===== config.mk =====
export PLATFORM = sky130hd
export DESIGN_NAME = luzes_tx_flat
export DESIGN_NICKNAME = d
export VERILOG_FILES = /design/src/rtl/luzes_tx_if.sv /design/src/rtl/luzes_tx.sv /design/src/flat_wrapper.sv
export SDC_FILE = /design/constraint.sdc
export NUM_CORES = 1
export LEC_CHECK = 0
export CAP_MARGIN = 20
export CORE_MARGIN = 2
export CORE_UTILIZATION = 50
export DETAILED_ROUTE_END_ITERATION = 6
export PLACE_DENSITY = 0.68
export RECOVER_POWER = 25
export SYNTH_ARGS = -nofsm -noshare
export SYNTH_HDL_FRONTEND = slang
export SYNTH_SLANG_ARGS = --single-unit

===== constraint.sdc =====
create_clock -name clock_placa -period 2.6 [get_ports clock_placa]
set_clock_uncertainty 0.05 [all_clocks]
set_input_delay 0.52 -clock clock_placa [delete_from_list [all_inputs] [get_ports clock_placa]]
set_output_delay 0.52 -clock clock_placa [all_outputs]
set_load 0.05 [all_outputs]

===== src/rtl/luzes_tx_if.sv =====
// Parallel word / start request in, serial LED-chain signals and frame status out.
interface luzes_tx_if #(
  parameter int NBITS = 4
);
  logic [NBITS-1:0] data;
  logic             start;
  logic             out;
  logic             sclk;
  logic             busy;
  logic             done;

  modport master (
    output data,
    output start,
    input  out,
    input  sclk,
    input  busy,
    input  done
  );

  modport slave (
    input  data,
    input  start,
    output out,
    output sclk,
    output busy,
    output done
  );
endinterface


===== src/rtl/luzes_tx.sv =====
// Serialises a latched NBITS word, LSB first, one bit per DIV board-clock cycles,
// with a matching slow clock whose rising edge sits mid-bit for the LED shift register.
//
// state | meaning
// IDLE  | out low, waiting for start; word latched on acceptance
// ARM   | word held, waiting for the divider wrap to present bit 0
// SHIFT | one bit per wrap; the wrap after the last bit ends the frame
module luzes_tx #(
  parameter int DIV   = 50_000_000,
  parameter int NBITS = 4
) (
  input  logic       clock_placa,
  input  logic       reset,
  luzes_tx_if.slave  bus
);

  localparam int CW = (DIV > 1) ? $clog2(DIV) : 1;
  localparam int BW = $clog2(NBITS + 1);

  localparam logic [CW-1:0] CONT_MAX  = CW'(DIV - 1);
  localparam logic [CW-1:0] CONT_HALF = CW'(DIV / 2);
  localparam logic [BW-1:0] BIT_LAST  = BW'(NBITS);

  typedef enum logic [1:0] {
    IDLE  = 2'd0,
    ARM   = 2'd1,
    SHIFT = 2'd2
  } state_t;

  logic [CW-1:0]    cont;
  logic             tick;
  logic             sclk_q;

  state_t           state, state_n;
  logic [NBITS-1:0] shreg, shreg_n;
  logic [BW-1:0]    bitcnt, bitcnt_n;
  logic             out_q, out_n;
  logic             busy_q, busy_n;
  logic             done_q, done_n;

  assign tick = (cont == CONT_MAX);

  // Free-running divider; sclk is high for the second half of every bit period.
  always_ff @(posedge clock_placa or posedge reset) begin
    if (reset) begin
      cont   <= '0;
      sclk_q <= 1'b0;
    end else begin
      cont   <= tick ? '0 : cont + CW'(1);
      sclk_q <= (cont >= CONT_HALF);
    end
  end

  always_ff @(posedge clock_placa or posedge reset) begin
    if (reset) begin
      state  <= IDLE;
      shreg  <= '0;
      bitcnt <= '0;
      out_q  <= 1'b0;
      busy_q <= 1'b0;
      done_q <= 1'b0;
    end else begin
      state  <= state_n;
      shreg  <= shreg_n;
      bitcnt <= bitcnt_n;
      out_q  <= out_n;
      busy_q <= busy_n;
      done_q <= done_n;
    end
  end

  always_comb begin
    state_n  = state;
    shreg_n  = shreg;
    bitcnt_n = bitcnt;
    out_n    = out_q;
    busy_n   = busy_q;
    done_n   = 1'b0;

    unique case (state)
      IDLE: begin
        out_n  = 1'b0;
        busy_n = 1'b0;
        // A start on a tick edge still lands in ARM and waits a full period.
        if (bus.start) begin
          shreg_n = bus.data;
          busy_n  = 1'b1;
          state_n = ARM;
        end
      end

      ARM: begin
        if (tick) begin
          out_n    = shreg[0];
          shreg_n  = shreg >> 1;
          bitcnt_n = BW'(1);
          state_n  = SHIFT;
        end
      end

      SHIFT: begin
        if (tick) begin
          if (bitcnt < BIT_LAST) begin
            out_n    = shreg[0];
            shreg_n  = shreg >> 1;
            bitcnt_n = bitcnt + BW'(1);
          end else begin
            out_n    = 1'b0;
            busy_n   = 1'b0;
            done_n   = 1'b1;
            bitcnt_n = '0;
            state_n  = IDLE;
          end
        end
      end

      default: begin
        state_n = IDLE;
      end
    endcase
  end

  assign bus.out  = out_q;
  assign bus.sclk = sclk_q;
  assign bus.busy = busy_q;
  assign bus.done = done_q;

endmodule


===== src/flat_wrapper.sv =====
// flat-port wrapper written by rule: the top's interface ports become plain ports
module luzes_tx_flat 
#(
  parameter int DIV   = 50_000_000,
  parameter int NBITS = 4
)
  (clock_placa, reset, bus_data, bus_start, bus_out, bus_sclk, bus_busy, bus_done);
  luzes_tx_if #(.NBITS(NBITS)) bus_i ();
  input  logic clock_placa;
  input  logic reset;
  input wire logic [$bits(bus_i.data)-1:0] bus_data;
  input wire logic [$bits(bus_i.start)-1:0] bus_start;
  output wire logic [$bits(bus_i.out)-1:0] bus_out;
  output wire logic [$bits(bus_i.sclk)-1:0] bus_sclk;
  output wire logic [$bits(bus_i.busy)-1:0] bus_busy;
  output wire logic [$bits(bus_i.done)-1:0] bus_done;
  assign bus_i.data = bus_data;
  assign bus_i.start = bus_start;
  assign bus_out = bus_i.out;
  assign bus_sclk = bus_i.sclk;
  assign bus_busy = bus_i.busy;
  assign bus_done = bus_i.done;
  luzes_tx #(.DIV(DIV), .NBITS(NBITS)) u_core (.clock_placa(clock_placa), .reset(reset), .bus(bus_i));
endmodule

==> metrics.txt, run 1 <==
# TYPE chip_impl_metric gauge
chip_impl_metric{name="yosysUniqueCellTypes",unit=""} 37
chip_impl_metric{name="final_layout_size_suffix_gt1_share",unit="%"} 13.3
chip_impl_metric{name="worst_slew_margin_rel",unit="%"} 37.0
chip_impl_info{name="grt_setup_unrepaired",value="no"} 1
chip_impl_info{name="hold_path_class",value="reg2reg"} 1
chip_impl_info{name="synth_common_cells",value="39 x sky130_fd_sc_hd__dfrtp_1, 20 x sky130_fd_sc_hd__nor2_1, 16 x sky130_fd_sc_hd__nand3_1"} 1
chip_impl_info{name="netlist.top_cell.by_area",value="sky130_fd_sc_hd__dfrtp_1"} 1
chip_impl_metric{name="adder_cell_share_of_the_synthesized_area",unit="%"} 5.48
chip_impl_metric{name="sequential_area",unit="µm²"} 976
chip_impl_metric{name="worst-slew-pin-transition",unit="ns"} 0.945
chip_impl_metric{name="cellLeakagePower",unit="µW"} 0.00102
chip_impl_metric{name="finish.utilization",unit="%"} 57.5
chip_impl_metric{name="period_minus_slack",unit="ns"} 2.15
chip_impl_metric{name="avgRoutedWirePerCell",unit="µm"} 14.8
chip_impl_metric{name="grt_pass1_vias",unit=""} 1474
chip_impl_metric{name="antenna_found_initial",unit=""} 0
chip_impl_metric{name="synth.area.mux_share",unit="%"} 7.19
chip_impl_metric{name="post_synthesis_net_count",unit=""} 209
chip_impl_metric{name="1st_pass_router_iterations",unit=""} 4
chip_impl_info{name="tritoncts",value="done"} 1
chip_impl_metric{name="post_synthesis_xor_xnor_area_fraction",unit="%"} 8.53
chip_impl_metric{name="vdd.ir_drop.worst",unit="mV"} 0.541
chip_impl_metric{name="flow.area_growth_from_synthesis",unit="%"} 11.2
chip_impl_metric{name="worst-path-max-fanout",unit=""} 15
chip_impl_metric{name="cts.repair_timing.setup_buffer_count",unit=""} 0
chip_impl_metric{name="num_io_pins",unit=""} 11
chip_impl_info{name="cp_class",value="reg2reg"} 1
chip_impl_metric{name="number_of_standard_cells_after_synthesis",unit=""} 193
chip_impl_info{name="yosysMostFrequentCell",value="sky130_fd_sc_hd__dfrtp_1"} 1
chip_impl_metric{name="clock_latency",unit="ns"} 0.29
chip_impl_metric{name="final_period_utilization",unit="%"} 82.8
chip_impl_metric{name="power_switching",unit="µW"} 526
chip_impl_info{name="clockRootBuffer",value="sky130_fd_sc_hd__clkbuf_8"} 1
chip_impl_info{name="critical_path.endpoint_type",value="register"} 1
chip_impl_metric{name="detailed_place_hpwl",unit="mm"} 2.71
chip_impl_metric{name="comb_power_share",unit="%"} 33.6
chip_impl_metric{name="globalRouteTotalUtil",unit="%"} 19.3
chip_impl_metric{name="worstPathArrival",unit="ns"} 2.28
chip_impl_metric{name="ys_ff_latch",unit=""} 39
chip_impl_metric{name="final_net_count",unit=""} 225
chip_impl_metric{name="die_area",unit="µm²"} 4630
chip_impl_metric{name="power_density",unit="nW/µm²"} 732
chip_impl_metric{name="grt_pass1_wl",unit="mm"} 6.56
chip_impl_info{name="yosys-top-cells-area",value="sky130_fd_sc_hd__dfrtp_1 48%, sky130_fd_sc_hd__ha_1 5.5%, sky130_fd_sc_hd__xnor2_1 4.3%, sky130_fd_sc_hd__xor2_1 4.3%, sky130_fd_sc_hd__nand3_1 3.9%"} 1
chip_impl_metric{name="fp.dieH",unit="µm"} 68.1
chip_impl_metric{name="routed_wirelength",unit="mm"} 3.85
chip_impl_info{name="ys_dominant_reg_cell",value="sky130_fd_sc_hd__dfrtp_1"} 1
chip_impl_metric{name="worstPathRequired",unit="ns"} 2.72
chip_impl_metric{name="initial_utilization",unit="%"} 51.7
chip_impl_metric{name="routed-via-count",unit=""} 1449
chip_impl_metric{name="r2r_setup_slack",unit="ns"} 0.45
chip_impl_metric{name="clock_power_share",unit="%"} 23.3
chip_impl_metric{name="pwr-share-seq",unit="%"} 43.1
chip_impl_info{name="outcome",value="finished, final reports clean"} 1
chip_impl_metric{name="netSwitchingFraction",unit="%"} 31.5
chip_impl_metric{name="synth-edff-count",unit=""} 0
chip_impl_metric{name="cts.sinks",unit=""} 39
chip_impl_metric{name="clkTransAtPathRegs",unit="ns"} 0.07
chip_impl_metric{name="drv_slew",unit=""} 0
chip_impl_metric{name="cts.hold.buffers_added",unit=""} 0
chip_impl_info{name="critPathLaunchType",value="register"} 1
chip_impl_metric{name="fin_setup_tns",unit="ns"} 0
chip_impl_metric{name="synth_compound_gate_area_share",unit="%"} 7.19
chip_impl_metric{name="footprint_of_the_multi_input_gates",unit="µm²"} 1000
chip_impl_metric{name="power_report.internal_total",unit="µW"} 1140
chip_impl_metric{name="finalSetupViolCount",unit=""} 0
chip_impl_metric{name="io_buffers",unit=""} 10
chip_impl_metric{name="die_width",unit="µm"} 68.1
chip_impl_metric{name="avgSynthCellArea",unit="µm²"} 10.6
chip_impl_metric{name="post_synth_arst_share",unit="%"} 100
chip_impl_metric{name="floorplan.core_area",unit="µm²"} 3970
chip_impl_info{name="synth_top_family_by_area",value="simple AND/OR/NAND/NOR gates"} 1
chip_impl_metric{name="drv_cap",unit=""} 0
chip_impl_metric{name="vias_per_cell",unit=""} 5.57
chip_impl_metric{name="syn_area",unit="µm²"} 2050
chip_impl_metric{name="yosys_warnings",unit=""} 0
chip_impl_metric{name="std_cell_rows",unit=""} 23
chip_impl_metric{name="largest_net_degree_at_the_start_of_global_routing",unit=""} 40
chip_impl_metric{name="cts.repair.resized",unit=""} 0
chip_impl_metric{name="drt-initial-drc-count",unit=""} 137
chip_impl_metric{name="hold_viol",unit=""} 0
chip_impl_metric{name="cts_inserted_buffers",unit=""} 5
chip_impl_metric{name="ctsLongestPathBuffers",unit=""} 2
chip_impl_metric{name="antenna_left",unit=""} 0
chip_impl_metric{name="num_antenna_cells",unit=""} 0
chip_impl_metric{name="synthSimpleGateAreaFrac",unit="%"} 20.5
chip_impl_metric{name="cts_max_level",unit=""} 2
chip_impl_metric{name="fillers",unit=""} 351
chip_impl_metric{name="fmax_achieved",unit="GHz"} 0.464
chip_impl_metric{name="global_route.overflow_total",unit=""} 0
chip_impl_metric{name="yosys.area.top_type_share",unit="%"} 47.5
chip_impl_metric{name="route.detailed.drc",unit=""} 0
chip_impl_metric{name="place.gp.congestion",unit=""} 0.855
chip_impl_metric{name="synth_seq_area_share",unit="%"} 47.5
==> cell usage in the layout, fill, tap and decap left out, types with 4 or more instances in the layout <==
| cell | Yosys | layout |
|---|---|---|
| sky130_fd_sc_hd__mux2_4 | 4 | 4 |
| sky130_fd_sc_hd__clkdlybuf4s50_1 | 0 | 9 |
| sky130_fd_sc_hd__mux2_2 | 6 | 6 |
| sky130_fd_sc_hd__clkbuf_8 | 0 | 5 |
| sky130_fd_sc_hd__nor2_1 | 20 | 20 |
| sky130_fd_sc_hd__inv_1 | 8 | 8 |
| sky130_fd_sc_hd__o21ai_0 | 8 | 8 |
| sky130_fd_sc_hd__nand4_1 | 10 | 10 |
| sky130_fd_sc_hd__nand2_1 | 13 | 13 |
| sky130_fd_sc_hd__nand3_1 | 16 | 16 |
| sky130_fd_sc_hd__xnor2_1 | 10 | 10 |
| sky130_fd_sc_hd__dfrtp_1 | 39 | 39 |
| sky130_fd_sc_hd__ha_1 | 9 | 9 |
| sky130_fd_sc_hd__xor2_1 | 10 | 10 |
==> layer usage <==
| layer | global-route usage, % | share of wire, % |
|---|---|---|
| met1 | 23.3 | 45 |
| met2 | 31.9 | 51 |
| met3 | 6.25 | 3.5 |
| met4 | 7.25 | 1.2 |
| met5 | 0 | 0 |
==> power groups by stage <==
stage	logic (µW)	registers, µW	clock network, µW
finish	561	720	390
global placement	544	723	0
global route	613	727	434
floorplan	390	764	0
detailed placement	567	729	0
CTS	567	720	404
==> per-stage QoR <==
step                      cell area [µm²]  cells  setup WS (ns)  hold slack [ns]  power [µW]
after floorplan                      2050    193          0.426            0.409        1150
after global placement               2200    252          0.515            0.437        1270
after detailed placement             2200    252          0.450            0.440        1300
after CTS                            2280    260          0.443            0.454        1690
after global routing                 2280    260          0.298            0.491        1770
final                                2280    260          0.447            0.450        1670
==> worst paths after layout <==
path / to / from / cells past startpoint
hold / removal: u_core.cont[4] / u_core.cont[4] / 1
setup / recovery: u_core.shreg[3] / u_core.cont[0] / 6
min in group asynchronous: u_core.shreg[0] / reset / 3
setup reg to reg: u_core.shreg[3] / u_core.cont[0] / 6
hold reg to reg: u_core.cont[4] / u_core.cont[4] / 1
max in group asynchronous: u_core.cont[21] / reset / 3
==> state kept, by name, summed over array words and instances (netlist names) <==
register	count
u_core.shreg	4
u_core.cont	26
u_core.bus.done	1
u_core.bus.sclk	1
u_core.state	2
u_core.bus.out	1
u_core.bitcnt	3
u_core.bus.busy	1
==> area by class of cell <==
| class | instances | area share, % |
|---|---|---|
| Sequential cell | 39 | 42.8 |
| Multi-Input combinational cell | 141 | 44.0 |
| Tap cell | 50 | 2.74 |
| Timing Repair Buffer | 14 | 5.59 |
| Clock buffer | 7 | 3.34 |
| Clock inverter | 1 | 0.219 |
| Inverter | 8 | 1.32 |
==> kinds of logic after synthesis <==
family	count (synthesis)
fa+ha+maj	9
buf+inv	13
simple gates	79
compound gates	21
flops	39
mux	12
xor+xnor	20
==> critical path, stage by stage (launching register included) <==
cell	delay, ns
sky130_fd_sc_hd__dfrtp_1	0.40
sky130_fd_sc_hd__ha_1	0.22
sky130_fd_sc_hd__and4_1	0.35
sky130_fd_sc_hd__and4_4	0.31
sky130_fd_sc_hd__and2_4	0.27
sky130_fd_sc_hd__o21ai_4	0.12
sky130_fd_sc_hd__mux2_4	0.32
No activity file was read; power rests on OpenSTA's default activity.
==> inputs of run 2 (changes only) <==
--- a/config.mk
+++ b/config.mk
@@ -9,7 +9,7 @@
 export CORE_MARGIN = 2
 export CORE_UTILIZATION = 50
 export DETAILED_ROUTE_END_ITERATION = 6
-export PLACE_DENSITY = 0.68
+export PLACE_DENSITY = 0.71
 export RECOVER_POWER = 25
 export SYNTH_ARGS = -nofsm -noshare
 export SYNTH_HDL_FRONTEND = slang
==> constraint.sdc (replaced) <==
create_clock -name clock_placa -period 1.7 [get_ports clock_placa]
set_clock_uncertainty 0.05 [all_clocks]
set_input_delay 0.34 -clock clock_placa [delete_from_list [all_inputs] [get_ports clock_placa]]
set_output_delay 0.34 -clock clock_placa [all_outputs]
set_load 0.05 [all_outputs]
==> run 2 against run 1 <==
  * Flip-flop and latch count stayed put
  * The flow now finishes with violations (setup timing)
  * Critical endpoint is now u_core.shreg[1]
  * Die area unchanged
  * Critical path depth stayed put
==> metrics.txt, run 2 (synthesis results as in run 1) <==
# TYPE chip_impl_metric gauge
chip_impl_metric{name="totalPowerFinal",unit="µW"} 2880
chip_impl_metric{name="period_minus_slack",unit="ns"} 1.89
chip_impl_metric{name="r2r_setup_slack",unit="ns"} -0.19
chip_impl_metric{name="avgRoutedWirePerCell",unit="µm"} 15.7
chip_impl_metric{name="reg2regPathDepth",unit=""} 6
chip_impl_metric{name="routed-via-count",unit=""} 1701
chip_impl_info{name="critPathTopFamily",value="simple AND/OR/NAND/NOR gates"} 1
chip_impl_info{name="crit_chain",value="and4bb_2 -> and4bb_2 -> buf_6 -> and2_4 -> o21ai_4 -> mux2_4"} 1
chip_impl_info{name="cp-startpoint",value="u_core.cont[5]"} 1
chip_impl_metric{name="worst-slew-pin-transition",unit="ns"} 0.962
chip_impl_metric{name="cp.depth",unit=""} 6
chip_impl_metric{name="num_antenna_cells",unit=""} 0
chip_impl_metric{name="finalSetupViolCount",unit=""} 23
chip_impl_info{name="timing.rr.end",value="u_core.shreg[1]"} 1
chip_impl_info{name="clockRootBuffer",value="sky130_fd_sc_hd__clkbuf_8"} 1
chip_impl_metric{name="num_io_pins",unit=""} 11
chip_impl_info{name="most-common-layout-cells",value="48 x sky130_fd_sc_hd__buf_4, 39 x sky130_fd_sc_hd__dfrtp_1, 15 x sky130_fd_sc_hd__nand3_1, 13 x sky130_fd_sc_hd__nor2_1, 12 x sky130_fd_sc_hd__nand2_1"} 1
chip_impl_metric{name="crit_buf_inv",unit=""} 1
chip_impl_metric{name="routed_wirelength",unit="mm"} 4.81
chip_impl_metric{name="place_inst",unit=""} 291
chip_impl_info{name="grt_setup_unrepaired",value="yes"} 1
chip_impl_metric{name="route.detailed.drc",unit=""} 0
chip_impl_info{name="biggestRegsByFlops",value="u_core.cont (26), u_core.shreg (4), u_core.bitcnt (3)"} 1
chip_impl_metric{name="vdd.ir_drop.worst",unit="mV"} 1.17
chip_impl_metric{name="fmax_achieved",unit="GHz"} 0.528
chip_impl_metric{name="drv_cap",unit=""} 0
chip_impl_metric{name="post-route-cell-area",unit="µm²"} 2780
chip_impl_metric{name="initial_utilization",unit="%"} 51.7
chip_impl_metric{name="cts_inserted_buffers",unit=""} 5
chip_impl_metric{name="final_net_count",unit=""} 272
chip_impl_info{name="tritoncts",value="done"} 1
chip_impl_info{name="critical-path-top-cell-by-count",value="sky130_fd_sc_hd__and4bb_2"} 1
chip_impl_info{name="layout_commonest_cell",value="sky130_fd_sc_hd__buf_4"} 1
chip_impl_metric{name="max_stage_delay",unit="ns"} 0.39
chip_impl_metric{name="largest_net_degree_at_the_start_of_global_routing",unit=""} 40
chip_impl_info{name="timing.critical_path.slowest_stage_cell",value="sky130_fd_sc_hd__dfrtp_1"} 1
chip_impl_metric{name="antenna_left",unit=""} 0
chip_impl_metric{name="place.gp.congestion",unit=""} 0.880
chip_impl_metric{name="fp.dieH",unit="µm"} 68.1
chip_impl_metric{name="grt_pass1_wl",unit="mm"} 7.77
chip_impl_info{name="hold_path_class",value="reg2reg"} 1
chip_impl_metric{name="power_density",unit="nW/µm²"} 1030
chip_impl_metric{name="hold_viol",unit=""} 0
chip_impl_metric{name="detailed_place.area",unit="µm²"} 2500
chip_impl_metric{name="worst_slew_margin_rel",unit="%"} 35.8
chip_impl_metric{name="worstPathRequired",unit="ns"} 1.84
chip_impl_metric{name="clock_latency",unit="ns"} 0.30
chip_impl_metric{name="global_route.overflow_total",unit=""} 0
chip_impl_metric{name="grt_pass1_vias",unit=""} 1693
chip_impl_metric{name="final_period_utilization",unit="%"} 111
chip_impl_metric{name="globalRouteTotalUtil",unit="%"} 22.9
chip_impl_metric{name="pre_cts_setup_slack",unit="ns"} -0.259
chip_impl_metric{name="final_layout_size_suffix_gt1_share",unit="%"} 38.5
chip_impl_info{name="critical_path.endpoint_type",value="register"} 1
chip_impl_info{name="cp_class",value="reg2reg"} 1
chip_impl_metric{name="cellLeakagePower",unit="µW"} 0.00133
chip_impl_info{name="outcome",value="finished, violations left"} 1
chip_impl_info{name="critPathLaunchType",value="register"} 1
chip_impl_metric{name="std_cell_rows",unit=""} 23
chip_impl_metric{name="die_area",unit="µm²"} 4630
chip_impl_metric{name="cts.sinks",unit=""} 39
chip_impl_metric{name="cts.hold.buffers_added",unit=""} 0
chip_impl_metric{name="die_width",unit="µm"} 68.1
chip_impl_metric{name="io_buffers",unit=""} 10
chip_impl_info{name="top_register",value="u_core.cont"} 1
chip_impl_metric{name="ctsLongestPathBuffers",unit=""} 2
chip_impl_metric{name="worst-path-max-fanout",unit=""} 4
chip_impl_metric{name="cts_max_level",unit=""} 2
chip_impl_info{name="worst_r2r_startpoint",value="u_core.cont[5]"} 1
chip_impl_metric{name="1st_pass_router_iterations",unit=""} 4
chip_impl_metric{name="drv_slew",unit=""} 0
chip_impl_metric{name="floorplan.core_area",unit="µm²"} 3970
chip_impl_metric{name="drt-initial-drc-count",unit=""} 97
chip_impl_info{name="crit_end",value="u_core.shreg[1]"} 1
chip_impl_metric{name="fin_cells",unit=""} 307
chip_impl_metric{name="detailed_place_hpwl",unit="mm"} 3.22
chip_impl_metric{name="worstPathArrival",unit="ns"} 2.03
chip_impl_metric{name="clkTransAtPathRegs",unit="ns"} 0.08
chip_impl_metric{name="flow.area_growth_from_synthesis",unit="%"} 35.6
chip_impl_info{name="violations_in_the_final_reports",value="setup timing"} 1
chip_impl_metric{name="worst_slack",unit="ns"} -0.194
chip_impl_metric{name="antenna_found_initial",unit=""} 0
chip_impl_metric{name="vias_per_cell",unit=""} 5.54
chip_impl_metric{name="number_of_flip_flops_under_the_largest_register_name",unit=""} 26
chip_impl_metric{name="fin_setup_tns",unit="ns"} -1.99
run 2: changes by cell type in the layout (fill, tap and decap cells not counted), sizes merged:
cell	change
buf	+51
clkbuf	+1
clkdlybuf4s50	-4
clkinv	-1
run 2: area by class of cell:
cell class / instances / area (µm²)
fillers: 270 / 1190
inverters: 8 / 30.0
clock buffers: 8 / 100
well taps: 50 / 62.6
multi-input cells: 141 / 1120
flip-flops and latches: 39 / 976
repair buffers: 61 / 497
run 2: how the worst min path moves through the flow:
stage	startpoint	end	slack, ns	depth (start not counted)
2_1_floorplan	u_core.cont[4]	u_core.cont[4]	0.41	1
3_3_place_gp	u_core.shreg[2]	u_core.shreg[2]	0.44	1
3_5_place_dp	u_core.shreg[2]	u_core.shreg[2]	0.44	1
4_1_cts	reset	u_core.shreg[2]	0.37	3
5_1_grt	u_core.bitcnt[1]	u_core.bitcnt[1]	0.47	2
6_report	u_core.bitcnt[1]	u_core.bitcnt[1]	0.46	2
run 2: report_power, final:
| group | internal [µW] | switching, µW |
|---|---|---|
| logic | 563 | 511 |
| clock network | 371 | 335 |
| registers | 1020 | 72.3 |
| total | 1960 | 917 |
run 2: what timing repair did:
item / in CTS / in global routing
gates resized for setup: 17 / 17
cloned: 0 / 0
buffers inserted: 7 / 1
pin swaps: 6 / 5
endpoints found under the setup margin: 18 / 30
run 2: layer usage:
layer / GRT usage (%) / vias to the layer above / part of all wire, %
met4: 11.5 / 0 / 3.2
met3: 4.61 / 13 / 3.4
met2: 39.3 / 46 / 52
met5: 0 / - / 0
li1: - / 810 / -
met1: 27.2 / 832 / 42
run 2: worst reg2reg max path, cell delays in order, from the launching register on:
cell and delay (ns):
sky130_fd_sc_hd__dfrtp_1 0.39, sky130_fd_sc_hd__and4bb_2 0.25, sky130_fd_sc_hd__and4bb_2 0.26, sky130_fd_sc_hd__buf_6 0.12
sky130_fd_sc_hd__and2_4 0.16, sky130_fd_sc_hd__o21ai_4 0.22, sky130_fd_sc_hd__mux2_4 0.33
run 2: through the flow:
step,hold slack [ns],utilization (%)
CTS,0.368,68.8
floorplan,0.409,-
global placement,0.440,63.1
finish,0.456,70.1
global route,0.467,70.1
detailed placement,0.444,63.1
==> inputs of run 3 (changes only) <==
--- a/config.mk
+++ b/config.mk
@@ -9,7 +9,7 @@
 export CORE_MARGIN = 2
 export CORE_UTILIZATION = 50
 export DETAILED_ROUTE_END_ITERATION = 6
-export PLACE_DENSITY = 0.71
+export PLACE_DENSITY = 0.68
 export RECOVER_POWER = 25
 export SYNTH_ARGS = -nofsm -noshare
 export SYNTH_HDL_FRONTEND = slang
==> constraint.sdc (replaced) <==
create_clock -name clock_placa -period 1.9 [get_ports clock_placa]
set_clock_uncertainty 0.05 [all_clocks]
set_input_delay 0.38 -clock clock_placa [delete_from_list [all_inputs] [get_ports clock_placa]]
set_output_delay 0.38 -clock clock_placa [all_outputs]
set_load 0.05 [all_outputs]
==> run 3 against run 2 <==
  * The flow now finishes without violations
  * Sequential power fell by 11%
  * Largest cell class unchanged
  * Core utilization down 4.9 points
  * Worst setup slack improved by 0.19 ns
  * Die area did not move
  * Critical path depth shrank 1
  * Total power fell by 14%
  * Maximum frequency is 0.32% lower
  * Non-clock buffer count down 16
  * Largest power group unchanged
  * Sequential share of layout area up 2.6 points
==> metrics.txt, run 3 (synthesis results as in run 1) <==
# TYPE chip_impl_metric gauge
chip_impl_info{name="outcome",value="finished, final reports clean"} 1
chip_impl_metric{name="worstPathArrival",unit="ns"} 2.04
chip_impl_metric{name="cts_inserted_buffers",unit=""} 5
chip_impl_metric{name="cellLeakagePower",unit="µW"} 0.00122
chip_impl_metric{name="detailed_place_hpwl",unit="mm"} 3.18
chip_impl_metric{name="worst_slack",unit="ns"} 0.000197
chip_impl_metric{name="num_antenna_cells",unit=""} 0
chip_impl_metric{name="floorplan.core_area",unit="µm²"} 3970
chip_impl_metric{name="clkTransAtPathRegs",unit="ns"} 0.08
chip_impl_metric{name="die_width",unit="µm"} 68.1
chip_impl_metric{name="flow.area_growth_from_synthesis",unit="%"} 26.2
chip_impl_info{name="cp_class",value="reg2reg"} 1
chip_impl_metric{name="fin_cells",unit=""} 291
chip_impl_metric{name="io_buffers",unit=""} 10
chip_impl_metric{name="initial_utilization",unit="%"} 51.7
chip_impl_metric{name="avgRoutedWirePerCell",unit="µm"} 15.4
chip_impl_metric{name="ctsLongestPathBuffers",unit=""} 2
chip_impl_info{name="critPathLaunchType",value="register"} 1
chip_impl_metric{name="post-route-cell-area",unit="µm²"} 2590
chip_impl_metric{name="r2r_setup_slack",unit="ns"} 0.0002
chip_impl_metric{name="number_of_flip_flops_under_the_largest_register_name",unit=""} 26
chip_impl_metric{name="antenna_found_initial",unit=""} 0
chip_impl_metric{name="1st_pass_router_iterations",unit=""} 4
chip_impl_info{name="biggestRegsByFlops",value="u_core.cont (26), u_core.shreg (4), u_core.bitcnt (3)"} 1
chip_impl_metric{name="routed_wirelength",unit="mm"} 4.48
chip_impl_metric{name="pre_cts_setup_slack",unit="ns"} -0.00400
chip_impl_metric{name="largest_net_degree_at_the_start_of_global_routing",unit=""} 40
chip_impl_metric{name="fin_setup_tns",unit="ns"} 0
chip_impl_info{name="cp-startpoint",value="u_core.cont[10]"} 1
chip_impl_metric{name="vias_per_cell",unit=""} 5.57
chip_impl_metric{name="finalSetupViolCount",unit=""} 0
chip_impl_metric{name="final_period_utilization",unit="%"} 100
chip_impl_metric{name="die_area",unit="µm²"} 4630
chip_impl_metric{name="detailed_place.area",unit="µm²"} 2400
chip_impl_info{name="clockRootBuffer",value="sky130_fd_sc_hd__clkbuf_8"} 1
chip_impl_metric{name="route.detailed.drc",unit=""} 0
chip_impl_metric{name="cts.sinks",unit=""} 39
chip_impl_metric{name="grt_pass1_vias",unit=""} 1674
chip_impl_metric{name="routed-via-count",unit=""} 1620
chip_impl_info{name="hold_path_class",value="reg2reg"} 1
chip_impl_info{name="worst_r2r_startpoint",value="u_core.cont[10]"} 1
chip_impl_metric{name="worst-path-max-fanout",unit=""} 2
chip_impl_metric{name="global_route.overflow_total",unit=""} 0
chip_impl_metric{name="clock_latency",unit="ns"} 0.30
chip_impl_metric{name="num_io_pins",unit=""} 11
chip_impl_metric{name="drt-initial-drc-count",unit=""} 161
chip_impl_metric{name="std_cell_rows",unit=""} 23
chip_impl_metric{name="period_minus_slack",unit="ns"} 1.90
chip_impl_metric{name="final_layout_size_suffix_gt1_share",unit="%"} 30.3
chip_impl_metric{name="totalPowerFinal",unit="µW"} 2460
chip_impl_metric{name="cts_max_level",unit=""} 2
chip_impl_metric{name="antenna_left",unit=""} 0
chip_impl_info{name="top_register",value="u_core.cont"} 1
chip_impl_info{name="worst_hold_startpoint",value="u_core.shreg[2]"} 1
chip_impl_metric{name="footprint_of_the_multi_input_gates",unit="µm²"} 1060
chip_impl_metric{name="grt_pass1_wl",unit="mm"} 7.32
chip_impl_info{name="layout_commonest_cell",value="sky130_fd_sc_hd__dfrtp_1"} 1
chip_impl_info{name="most-common-layout-cells",value="39 x sky130_fd_sc_hd__dfrtp_1, 35 x sky130_fd_sc_hd__buf_4, 19 x sky130_fd_sc_hd__nor2_1, 15 x sky130_fd_sc_hd__nand3_1, 12 x sky130_fd_sc_hd__nand2_1"} 1
chip_impl_info{name="grt_setup_unrepaired",value="yes"} 1
chip_impl_metric{name="worstPathRequired",unit="ns"} 2.04
chip_impl_metric{name="globalRouteTotalUtil",unit="%"} 21.8
chip_impl_metric{name="power_density",unit="nW/µm²"} 949
chip_impl_metric{name="sequential_area",unit="µm²"} 976
chip_impl_metric{name="place_inst",unit=""} 278
chip_impl_metric{name="place.gp.congestion",unit=""} 0.888
chip_impl_metric{name="drv_slew",unit=""} 0
chip_impl_metric{name="fillers",unit=""} 326
chip_impl_metric{name="hold_viol",unit=""} 0
chip_impl_metric{name="final_net_count",unit=""} 256
chip_impl_metric{name="fmax_achieved",unit="GHz"} 0.526
chip_impl_metric{name="drv_cap",unit=""} 0
chip_impl_info{name="critical_path.endpoint_type",value="register"} 1
chip_impl_metric{name="worst_slew_margin_rel",unit="%"} 36.4
chip_impl_info{name="tritoncts",value="done"} 1
chip_impl_metric{name="cts.hold.buffers_added",unit=""} 0
chip_impl_metric{name="fp.dieH",unit="µm"} 68.1
chip_impl_metric{name="vdd.ir_drop.worst",unit="mV"} 0.742
chip_impl_metric{name="worst-slew-pin-transition",unit="ns"} 0.954
## run 3: final timing paths
kind / endpoint / depth (start not counted)
max: u_core.state[1] / 5
min: u_core.shreg[2] / 1
max reg2reg: u_core.state[1] / 5
min reg2reg: u_core.shreg[2] / 1
max in group asynchronous: u_core.cont[17] / 3
min in group asynchronous: u_core.cont[8] / 3
## run 3: area by class of cell
type	count	share of cell area [%]
flip-flops and latches	39	37.7
clock buffers	8	3.86
multi-input cells	141	41.0
inverters	8	1.16
well taps	50	2.41
repair buffers	45	13.9
## run 3: where the power goes
part           leakage, µW  switching (µW)  internal [µW]
Clock            0.0000515             291            332
Sequential        0.000518            66.3            917
Combinational     0.000649             405            449
Total              0.00122             762           1700
## run 3: metal layers
| layer | vias up | share of wire [%] | global-route usage (%) |
|---|---|---|---|
| li1 | 767 | - | - |
| met1 | 802 | 43 | 26.5 |
| met2 | 38 | 51 | 36.3 |
| met3 | 13 | 3.6 | 5.26 |
| met4 | 0 | 2.3 | 10.3 |
| met5 | - | 0 | 0 |
## run 3: critical path, cell delays in order (launching register included)
cell and delay [ns]:
sky130_fd_sc_hd__dfrtp_1 0.42, sky130_fd_sc_hd__nor4_4 0.31, sky130_fd_sc_hd__and4bb_2 0.29, sky130_fd_sc_hd__a21oi_2 0.08, sky130_fd_sc_hd__a211oi_2 0.32, sky130_fd_sc_hd__mux2_4 0.33
## run 3: timing repair
action,CTS,global route
buffers inserted,1,4
endpoints found under the setup margin,3,12
pin swaps,0,5
gates resized for setup,2,11
## run 3: stage by stage
step	utilization, %	hold slack, ns
after floorplan	-	0.409
after global placement	60.4	0.426
after detailed placement	60.4	0.445
after CTS	63.4	0.464
after global routing	65.2	0.483
final	65.2	0.462
